### config.mk
export PLATFORM = sky130hd
export DESIGN_NAME = uart_tx_arbiter
export DESIGN_NICKNAME = d
export VERILOG_FILES = /design/src/rtl/uart_tx_arbiter.sv
export SDC_FILE = /design/constraint.sdc
export NUM_CORES = 1
export LEC_CHECK = 0
export CAP_MARGIN = 20
export CELL_PAD_IN_SITES_DETAIL_PLACEMENT = 1
export CELL_PAD_IN_SITES_GLOBAL_PLACEMENT = 1
export CORE_MARGIN = 5
export CORE_UTILIZATION = 30
export DETAILED_ROUTE_END_ITERATION = 8
export PLACE_DENSITY_LB_ADDON = 0.1
export SLEW_MARGIN = 0
export SYNTH_ARGS = -nofsm -noshare
export SYNTH_HDL_FRONTEND = slang
export SYNTH_SLANG_ARGS = --single-unit
### constraint.sdc
create_clock -name CLK -period 2.1 [get_ports CLK]
set_input_delay 0.42 -clock CLK [delete_from_list [all_inputs] [get_ports CLK]]
set_output_delay 0.42 -clock CLK [all_outputs]
set_load 0.005 [all_outputs]
### src/rtl/uart_tx_arbiter.sv
// uart_tx_arbiter
// ---------------
// Round-robin scheduler that shares one UART transmitter between NREQ byte
// requesters. A winning request is latched into TX_P_DATA / TX_PAR_EN /
// TX_PAR_TYP, launched with a one-cycle TX_DATA_VALID, and owned until the
// transmitter's BUSY has risen and fallen again, or until BUSY fails to rise
// within BUSY_TO cycles. In that case the byte is dropped and TO_ERR is set.
//
// Handshake: requester i transfers a byte on any rising CLK edge where
// REQ_VALID[i] & REQ_READY[i] are both high. REQ_READY is combinational,
// one-hot or zero, and is only ever raised in IDLE while TX_BUSY is low.
// The requester must hold VALID and its data/config stable until READY.
//
// Ports
//   CLK, RST        clock (rising edge), asynchronous active-low reset
//   REQ_VALID       per-requester byte valid
//   REQ_DATA        requester i byte at [8i+7:8i]
//   REQ_PAR_EN      per-requester parity enable
//   REQ_PAR_TYP     per-requester parity type (0 even, 1 odd)
//   REQ_READY       one-hot accept to the round-robin winner
//   TX_P_DATA       latched byte to the transmitter
//   TX_DATA_VALID   single-cycle launch strobe, cycle after accept
//   TX_PAR_EN       latched parity enable
//   TX_PAR_TYP      latched parity type
//   TX_BUSY         transmitter busy
//   GRANT_ID        index of the current/last owner
//   ACTIVE          high while an arbiter-owned frame is in flight
//   CLR_ERR         synchronous clear of TO_ERR
//   TO_ERR          sticky BUSY-rise timeout flag
//   dbg_state       current FSM state (IDLE=0, ISSUE=1, WAIT_BUSY=2, WAIT_DONE=3)
module uart_tx_arbiter #(
    parameter int NREQ    = 4,
    parameter int IDW     = 2,
    parameter int BUSY_TO = 4
) (
    input  logic                CLK,
    input  logic                RST,
    input  logic [NREQ-1:0]     REQ_VALID,
    input  logic [8*NREQ-1:0]   REQ_DATA,
    input  logic [NREQ-1:0]     REQ_PAR_EN,
    input  logic [NREQ-1:0]     REQ_PAR_TYP,
    output logic [NREQ-1:0]     REQ_READY,
    output logic [7:0]          TX_P_DATA,
    output logic                TX_DATA_VALID,
    output logic                TX_PAR_EN,
    output logic                TX_PAR_TYP,
    input  logic                TX_BUSY,
    output logic [IDW-1:0]      GRANT_ID,
    output logic                ACTIVE,
    input  logic                CLR_ERR,
    output logic                TO_ERR,
    output logic [1:0]          dbg_state
);

    typedef enum logic [1:0] {
        IDLE      = 2'd0,
        ISSUE     = 2'd1,
        WAIT_BUSY = 2'd2,
        WAIT_DONE = 2'd3
    } state_t;

    state_t         state;
    state_t         state_nxt;

    // Index of the last served requester; the search starts one above it.
    logic [IDW-1:0] rr_ptr;
    logic [3:0]     to_cnt;

    logic           win_found;
    logic [IDW-1:0] win_idx;
    logic [IDW-1:0] scan_idx;

    logic           accept;
    logic           release_frame;
    logic           timeout;

    assign dbg_state = state;

    // Round-robin winner: first valid requester at rr_ptr+1, rr_ptr+2, ...
    // wrapping modulo NREQ, so rr_ptr itself has the lowest priority.
    always_comb begin : winner_scan
        win_found = 1'b0;
        win_idx   = '0;
        scan_idx  = '0;
        for (int k = 1; k <= NREQ; k++) begin
            scan_idx = IDW'((int'(rr_ptr) + k) % NREQ);
            if (!win_found && REQ_VALID[scan_idx]) begin
                win_found = 1'b1;
                win_idx   = scan_idx;
            end
        end
    end

    always_ff @(posedge CLK or negedge RST) begin
        if (!RST) begin
            state <= IDLE;
        end else begin
            state <= state_nxt;
        end
    end

    always_comb begin : fsm_next
        state_nxt     = state;
        REQ_READY     = '0;
        accept        = 1'b0;
        release_frame = 1'b0;
        timeout       = 1'b0;
        case (state)
            IDLE: begin
                // A busy transmitter here belongs to someone else (or is a
                // stale frame after reset), so nobody is granted.
                if (win_found && !TX_BUSY) begin
                    REQ_READY = NREQ'(1) << win_idx;
                    accept    = 1'b1;
                    state_nxt = ISSUE;
                end
            end
            ISSUE: begin
                state_nxt = WAIT_BUSY;
            end
            WAIT_BUSY: begin
                if (TX_BUSY) begin
                    state_nxt = WAIT_DONE;
                end else if (to_cnt == 4'(BUSY_TO - 1)) begin
                    // This is the BUSY_TO-th cycle without BUSY: give up.
                    timeout       = 1'b1;
                    release_frame = 1'b1;
                    state_nxt     = IDLE;
                end
            end
            WAIT_DONE: begin
                if (!TX_BUSY) begin
                    release_frame = 1'b1;
                    state_nxt     = IDLE;
                end
            end
            default: begin
                state_nxt = IDLE;
            end
        endcase
    end

    // Launch data/config only move on an accept edge; the transmitter
    // computes parity combinationally from them for the whole frame.
    always_ff @(posedge CLK or negedge RST) begin
        if (!RST) begin
            TX_P_DATA     <= '0;
            TX_PAR_EN     <= 1'b0;
            TX_PAR_TYP    <= 1'b0;
            TX_DATA_VALID <= 1'b0;
            GRANT_ID      <= '0;
            ACTIVE        <= 1'b0;
            rr_ptr        <= IDW'(NREQ - 1);
            to_cnt        <= '0;
            TO_ERR        <= 1'b0;
        end else begin
            TX_DATA_VALID <= accept;

            if (accept) begin
                TX_P_DATA  <= REQ_DATA[8*win_idx +: 8];
                TX_PAR_EN  <= REQ_PAR_EN[win_idx];
                TX_PAR_TYP <= REQ_PAR_TYP[win_idx];
                GRANT_ID   <= win_idx;
                ACTIVE     <= 1'b1;
            end

            if (release_frame) begin
                ACTIVE <= 1'b0;
                rr_ptr <= GRANT_ID;
            end

            if (state == ISSUE) begin
                to_cnt <= '0;
            end else if (state == WAIT_BUSY && !TX_BUSY) begin
                to_cnt <= to_cnt + 4'd1;
            end

            // A new timeout wins over a clear in the same cycle.
            if (timeout) begin
                TO_ERR <= 1'b1;
            end else if (CLR_ERR) begin
                TO_ERR <= 1'b0;
            end
        end
    end

endmodule

Word-level counts from Yosys, hierarchy flattened. Index checks and enable logic that the tools add are counted.

Reductions and logical operators: 14. Shifts and indexed selects: 2. Eq/ne operators: 7. Add/sub/neg operators: 5. Muxes and demuxes: 40. Magnitude comparators: 5.

Operators by type and width (count): indexed part select 32 x 6 -> 8 bit (1); 2-to-1 mux 1 bit (20); 2-to-1 mux 2 bit (8); 2-to-1 mux 4 bit (4); less-than comparator 2 x 3 -> 1 bit, second input constant (5); binary-select mux 1 bit (select 2 bit) (6); one-hot mux 2 bit (4 select lines) (1); nonzero test 2 bit (3); logical AND 1 bit (5); adder 2 x 1 -> 2 bit, second input constant (2); adder 2 bit, second input constant (2); adder 4 x 1 -> 4 bit, second input constant (1); equality test 2 bit, second input constant (2); equality test 4 x 2 -> 1 bit, second input constant (1); zero test 1 bit (4); inequality test 2 bit, second input constant (2); << shifter 1 x 2 -> 4 bit, first input constant (1); inequality test 3 bit, second input constant (1); AND reduction 3 bit (1); equality test 2 x 1 -> 1 bit, second input constant (1); zero test 2 bit (1); one-hot mux 1 bit (2 select lines) (1).

Register bits after elaboration: 23. Input port bits: 48. Word-level logic and storage cells: 83.

Depth between registers and ports, before layout.
Depth in word-level cells: 18. Mapped depth: 8.

Least setup slack after synthesis. Ideal clock, no wire load.

Path kind: register to output. From: register state[0], in the netlist dbg_state[0]. To: output port REQ_READY[0]. Slack: 262 ps. Path buffers: 1. Arrival: 1418 ps. Stages on the path, launching flop included: 5. Path through: dfrtp_1 > nor4_4 > and2_1 > buf_2 > and2_1.

Longest elaborated chain between the ends: 2.

RTL lines: start, declared (RTL line 62) `state_t state;`; start signal, assigned (RTL line 98) `state <= state_nxt;`; zero test 2 bit (RTL line 108) `case (state)`; 2-to-1 mux 4 bit (RTL line 108); end, declared (RTL line 42) `output logic [NREQ-1:0] REQ_READY,`.

Every way passes these cells.

Worst setup path in the final report.
From: register rr_ptr[1]. To: output port REQ_READY[3].

Longest elaborated chain between the ends: 16.

RTL lines: start, declared (RTL line 66) `logic [IDW-1:0] rr_ptr;`; start signal, assigned (RTL line 153) `rr_ptr <= IDW'(NREQ - 1);`; adder 2 x 1 -> 2 bit (RTL line 86) `scan_idx = IDW'((int'(rr_ptr) + k) % NREQ);`; binary-select mux 1 bit (select 2 bit) (RTL line 87) `if (!win_found && REQ_VALID[scan_idx]) begin`; 2-to-1 mux 1 bit (not written as such) (RTL line 87); 2-to-1 mux 1 bit (RTL line 87); zero test 1 bit (RTL line 87); logical AND 1 bit (RTL line 87); 2-to-1 mux 1 bit (RTL line 87); zero test 1 bit (RTL line 87); logical AND 1 bit (RTL line 87); 2-to-1 mux 1 bit (RTL line 87); zero test 1 bit (RTL line 87); logical AND 1 bit (RTL line 87); 2-to-1 mux 2 bit / 2-to-1 mux 1 bit (equally long branches) (RTL line 87); << shifter 1 x 2 -> 4 bit / logical AND 1 bit (equally long branches) (RTL line 113, 112); 2-to-1 mux 4 bit (*) (RTL line 112) `if (win_found && !TX_BUSY) begin`; 2-to-1 mux 4 bit (*) (RTL line 108).

Every way passes the cells marked *; elsewhere a longest branch is shown, timed or not. The select of a mux whose other input is x is not followed.

==> flow_metrics.py <==
metrics = {
    "clocking": {
        "cts-buffers-inserted": 3,
        "clk_pin_slew_worst_paths_ns": 0.08,
        "clk-insertion-delay-late_ns": 0.27,
        "cts_tree": "done",
        "cts_buffer_depth": 2,
        "root_buffer": "sky130_fd_sc_hd__clkbuf_8",
        "numClockSinks": 23,
        "holdBufCountCts": 0,
        "maximum_level_of_the_cts_h_tree": 1,
    },
    "critical_path": {
        "critical_path.endpoint_type": "primary output",
        "critPathMaxFanout": 4,
        "crit_path_start_kind": "flop",
        "path_class": "reg2out",
        "worst-endpoint-required_ns": 1.68,
        "critPathArrivalTime_ns": 1.77,
    },
    "yosys": {
        "synth_ff_type": "sky130_fd_sc_hd__dfrtp_1",
        "ys_seq_area_share_pct": 38.6,
        "yosys_warnings": 0,
        "synth_seq_cells": 23,
        "postSynthAreaPerCell_um2": 10.1,
        "syn_inst": 148,
        "syn_area_um2": 1500,
        "synthesis.nets": 197,
        "yosysUniqueCellTypes": 36,
        "synth-edff-count": 0,
        "async_reset_ff_share_pct": 100,
    },
    "detailed_routing": {
        "routed_wl_um": 5560,
        "router_iterations_before_antenna_repair": 4,
        "dr.first_iter.drc_count": 27,
        "post-route-drc-count": 0,
        "drt-vias-per-instance": 4.97,
        "wire_length_per_cell_um": 17.6,
        "vias_after_detailed_routing": 1576,
        "count_of_antenna_violating_nets_left_after_detailed_routing": 0,
    },
    "floorplan": {
        "die_width_um": 80.7,
        "floorplan.core_area_um2": 4790,
        "std_cell_rows": 25,
        "die_height_um": 80.7,
        "floorplan.die_area_um2": 6510,
        "i_o_pin_count": 69,
        "initial_utilization_pct": 31.3,
    },
    "global_routing": {
        "grt_max_degree": 24,
        "antenna_found_initial": 0,
        "first_pass_grt_wire_length_um": 9000,
        "overflow": 0,
        "global_route.usage.total_pct": 17.7,
        "grt_pass1_vias": 1804,
    },
    "timing": {
        "final_critical_path_setup_slack_ns": -0.0890,
        "max_freq_ghz": 0.457,
        "maxSlewViolCount": 0,
        "finalSetupTns_ns": -0.191,
        "setup_repair_after_global_routing_missed_its_margin": "true",
        "worst_slew_pin_slew_ns": 0.586,
        "fin_hold_ws_ns": 0.491,
        "fin_skew_ns": 0.00375,
        "final_cycle_share_pct": 104,
        "timing_hold_violations_final": 0,
        "setup_violations": 3,
        "final_period_minus_worst_setup_slack_ns": 2.19,
        "slew_headroom_pct": 60.5,
    },
    "layout": {
        "multiInputGateArea_um2": 891,
        "area_growth_pct": 73.0,
        "final_layout_size_suffix_gt1_share_pct": 32.8,
        "antenna_cells": 0,
        "reg_area_um2": 578,
        "filler_cell_count": 551,
        "num-nets-final": 300,
        "final_core_utilization_pct": 54.1,
    },
    "pwr": {
        "p_leak_nw": 1.10,
        "switching_share_pct": 36.8,
        "cell_internal_pwr_mw": 1.73,
        "power.switching_mw": 1.00,
        "share_seq_of_total_power_pct": 28.8,
        "highest_ir_drop_seen_on_vdd_v": 0.000458,
        "power.share.combinational_pct": 60.7,
        "clock_power_share_pct": 10.4,
        "p_total_mw": 2.73,
        "p_per_area_nw_per_um2": 1050,
    },
    "placement": {
        "globalplace.congestion": 0.912,
        "place.port_buffers": 68,
        "dp_worst_setup_slack_ns": -0.635,
        "detailed_place_hpwl_um": 4060,
    },
    "outcome": {
        "outcome": "finished, violations left",
        "violations": "negative setup slack",
    },
    "flow_run": {
        "timing.max_cap.violations": 0,
    },
    "min_path": {
        "hp-class": "reg2reg",
    },
}
final timing paths:
check,from,to,slack [ns],cells after the start
worst max-delay path,rr_ptr[1],REQ_READY[3],-0.09,7
worst min-delay path,ACTIVE,ACTIVE,0.49,1
worst max register to register,rr_ptr[1],TX_P_DATA[1],0.02,8
worst min register to register,ACTIVE,ACTIVE,0.49,1
max in group asynchronous,RST,rr_ptr[1],1.31,2
min in group asynchronous,RST,to_cnt[2],0.51,2
area by class of cell:
type	instances	share of cell area (%)
clock buffer	3	1.59
clock inverter	1	0.193
inverter	5	0.724
multi-input combinational	110	34.4
sequential	23	22.3
tap	67	3.24
timing repair buffer	108	37.6
metal layers:
metal / share of wire, % / GRT usage (%)
met1: 41 / 21.3
met2: 52 / 32.0
met3: 4.1 / 2.58
met4: 2.6 / 6.08
met5: 0 / 0
state kept, by name, summed over array words and instances, names as in the netlist:
register       cells
ACTIVE             1
to_cnt             4
TX_P_DATA          8
dbg_state          2
TO_ERR             1
GRANT_ID           2
rr_ptr             2
TX_DATA_VALID      1
TX_PAR_TYP         1
TX_PAR_EN          1
what timing repair did:
item	in CTS	in global routing
resized for setup	45	6
setup buffers	12	2
pin swaps	11	2
setup endpoints to repair	14	14
gates cloned	0	0
synth_stat cells, types with 3 or more instances:
library cell	instances	area, um2
sky130_fd_sc_hd__a211oi_1	6	45.0
sky130_fd_sc_hd__a211oi_2	12	150
sky130_fd_sc_hd__a21boi_0	12	90.1
sky130_fd_sc_hd__a21o_1	3	22.5
sky130_fd_sc_hd__a21oi_1	4	20.0
sky130_fd_sc_hd__and2_1	3	18.8
sky130_fd_sc_hd__buf_6	4	45.0
sky130_fd_sc_hd__clkbuf_1	3	11.3
sky130_fd_sc_hd__dfrtp_1	21	526
sky130_fd_sc_hd__inv_1	5	18.8
sky130_fd_sc_hd__mux2i_1	13	130
sky130_fd_sc_hd__nand2_1	8	30.0
sky130_fd_sc_hd__nand2b_1	3	18.8
sky130_fd_sc_hd__nor2_1	17	63.8
sky130_fd_sc_hd__o21ai_0	8	40.0
metrics by stage:
step           instance area, um2  cells
2_1_floorplan                1500    148
3_3_place_gp                 2380    300
3_5_place_dp                 2380    300
4_1_cts                      2570    315
5_1_grt                      2590    317
6_report                     2590    317
critical path, cell delays in order (launching register included):
cell,delay (ns)
sky130_fd_sc_hd__dfstp_2,0.57
sky130_fd_sc_hd__buf_6,0.11
sky130_fd_sc_hd__mux2i_1,0.17
sky130_fd_sc_hd__o22a_1,0.21
sky130_fd_sc_hd__buf_4,0.14
sky130_fd_sc_hd__and2_4,0.14
sky130_fd_sc_hd__nor2_2,0.03
sky130_fd_sc_hd__buf_2,0.12
power by group through the flow:
| stage | combinational [mW] | clock, mW | sequential [mW] |
|---|---|---|---|
| floorplan | 0.698 | 0 | 0.789 |
| global placement | 1.35 | 0 | 0.791 |
| detailed placement | 1.41 | 0 | 0.798 |
| CTS | 1.62 | 0.290 | 0.787 |
| global route | 1.81 | 0.305 | 0.815 |
| finish | 1.66 | 0.285 | 0.786 |
cells in the final DEF (no fill, tap or decap), types with 3 or more instances in the layout:
| master | instances |
|---|---|
| sky130_fd_sc_hd__a21boi_0 | 11 |
| sky130_fd_sc_hd__mux2i_1 | 11 |
| sky130_fd_sc_hd__inv_1 | 5 |
| sky130_fd_sc_hd__buf_6 | 5 |
| sky130_fd_sc_hd__nor2_1 | 15 |
| sky130_fd_sc_hd__and2_4 | 3 |
| sky130_fd_sc_hd__buf_2 | 3 |
| sky130_fd_sc_hd__buf_4 | 35 |
| sky130_fd_sc_hd__o21ai_0 | 6 |
| sky130_fd_sc_hd__a21oi_1 | 3 |
| sky130_fd_sc_hd__nand2_1 | 7 |
| sky130_fd_sc_hd__a21o_1 | 3 |
| sky130_fd_sc_hd__clkdlybuf4s50_1 | 59 |
| sky130_fd_sc_hd__a211oi_2 | 12 |
| sky130_fd_sc_hd__clkbuf_8 | 3 |
| sky130_fd_sc_hd__a211oi_1 | 6 |
| sky130_fd_sc_hd__dfrtp_1 | 21 |
cells by family after synthesis:
logic type | after synthesis | synth area share (%)
buffers and inverters | 15 | 7.02
AND/OR/NAND/NOR | 41 | 14.7
adder cells (fa/ha/maj) | 1 | 0.835
flip-flops | 23 | 38.6
AO/OA/AOI/OAI | 54 | 29.4
multiplexers | 14 | 9.44
Power figures use the tool's default switching activity.
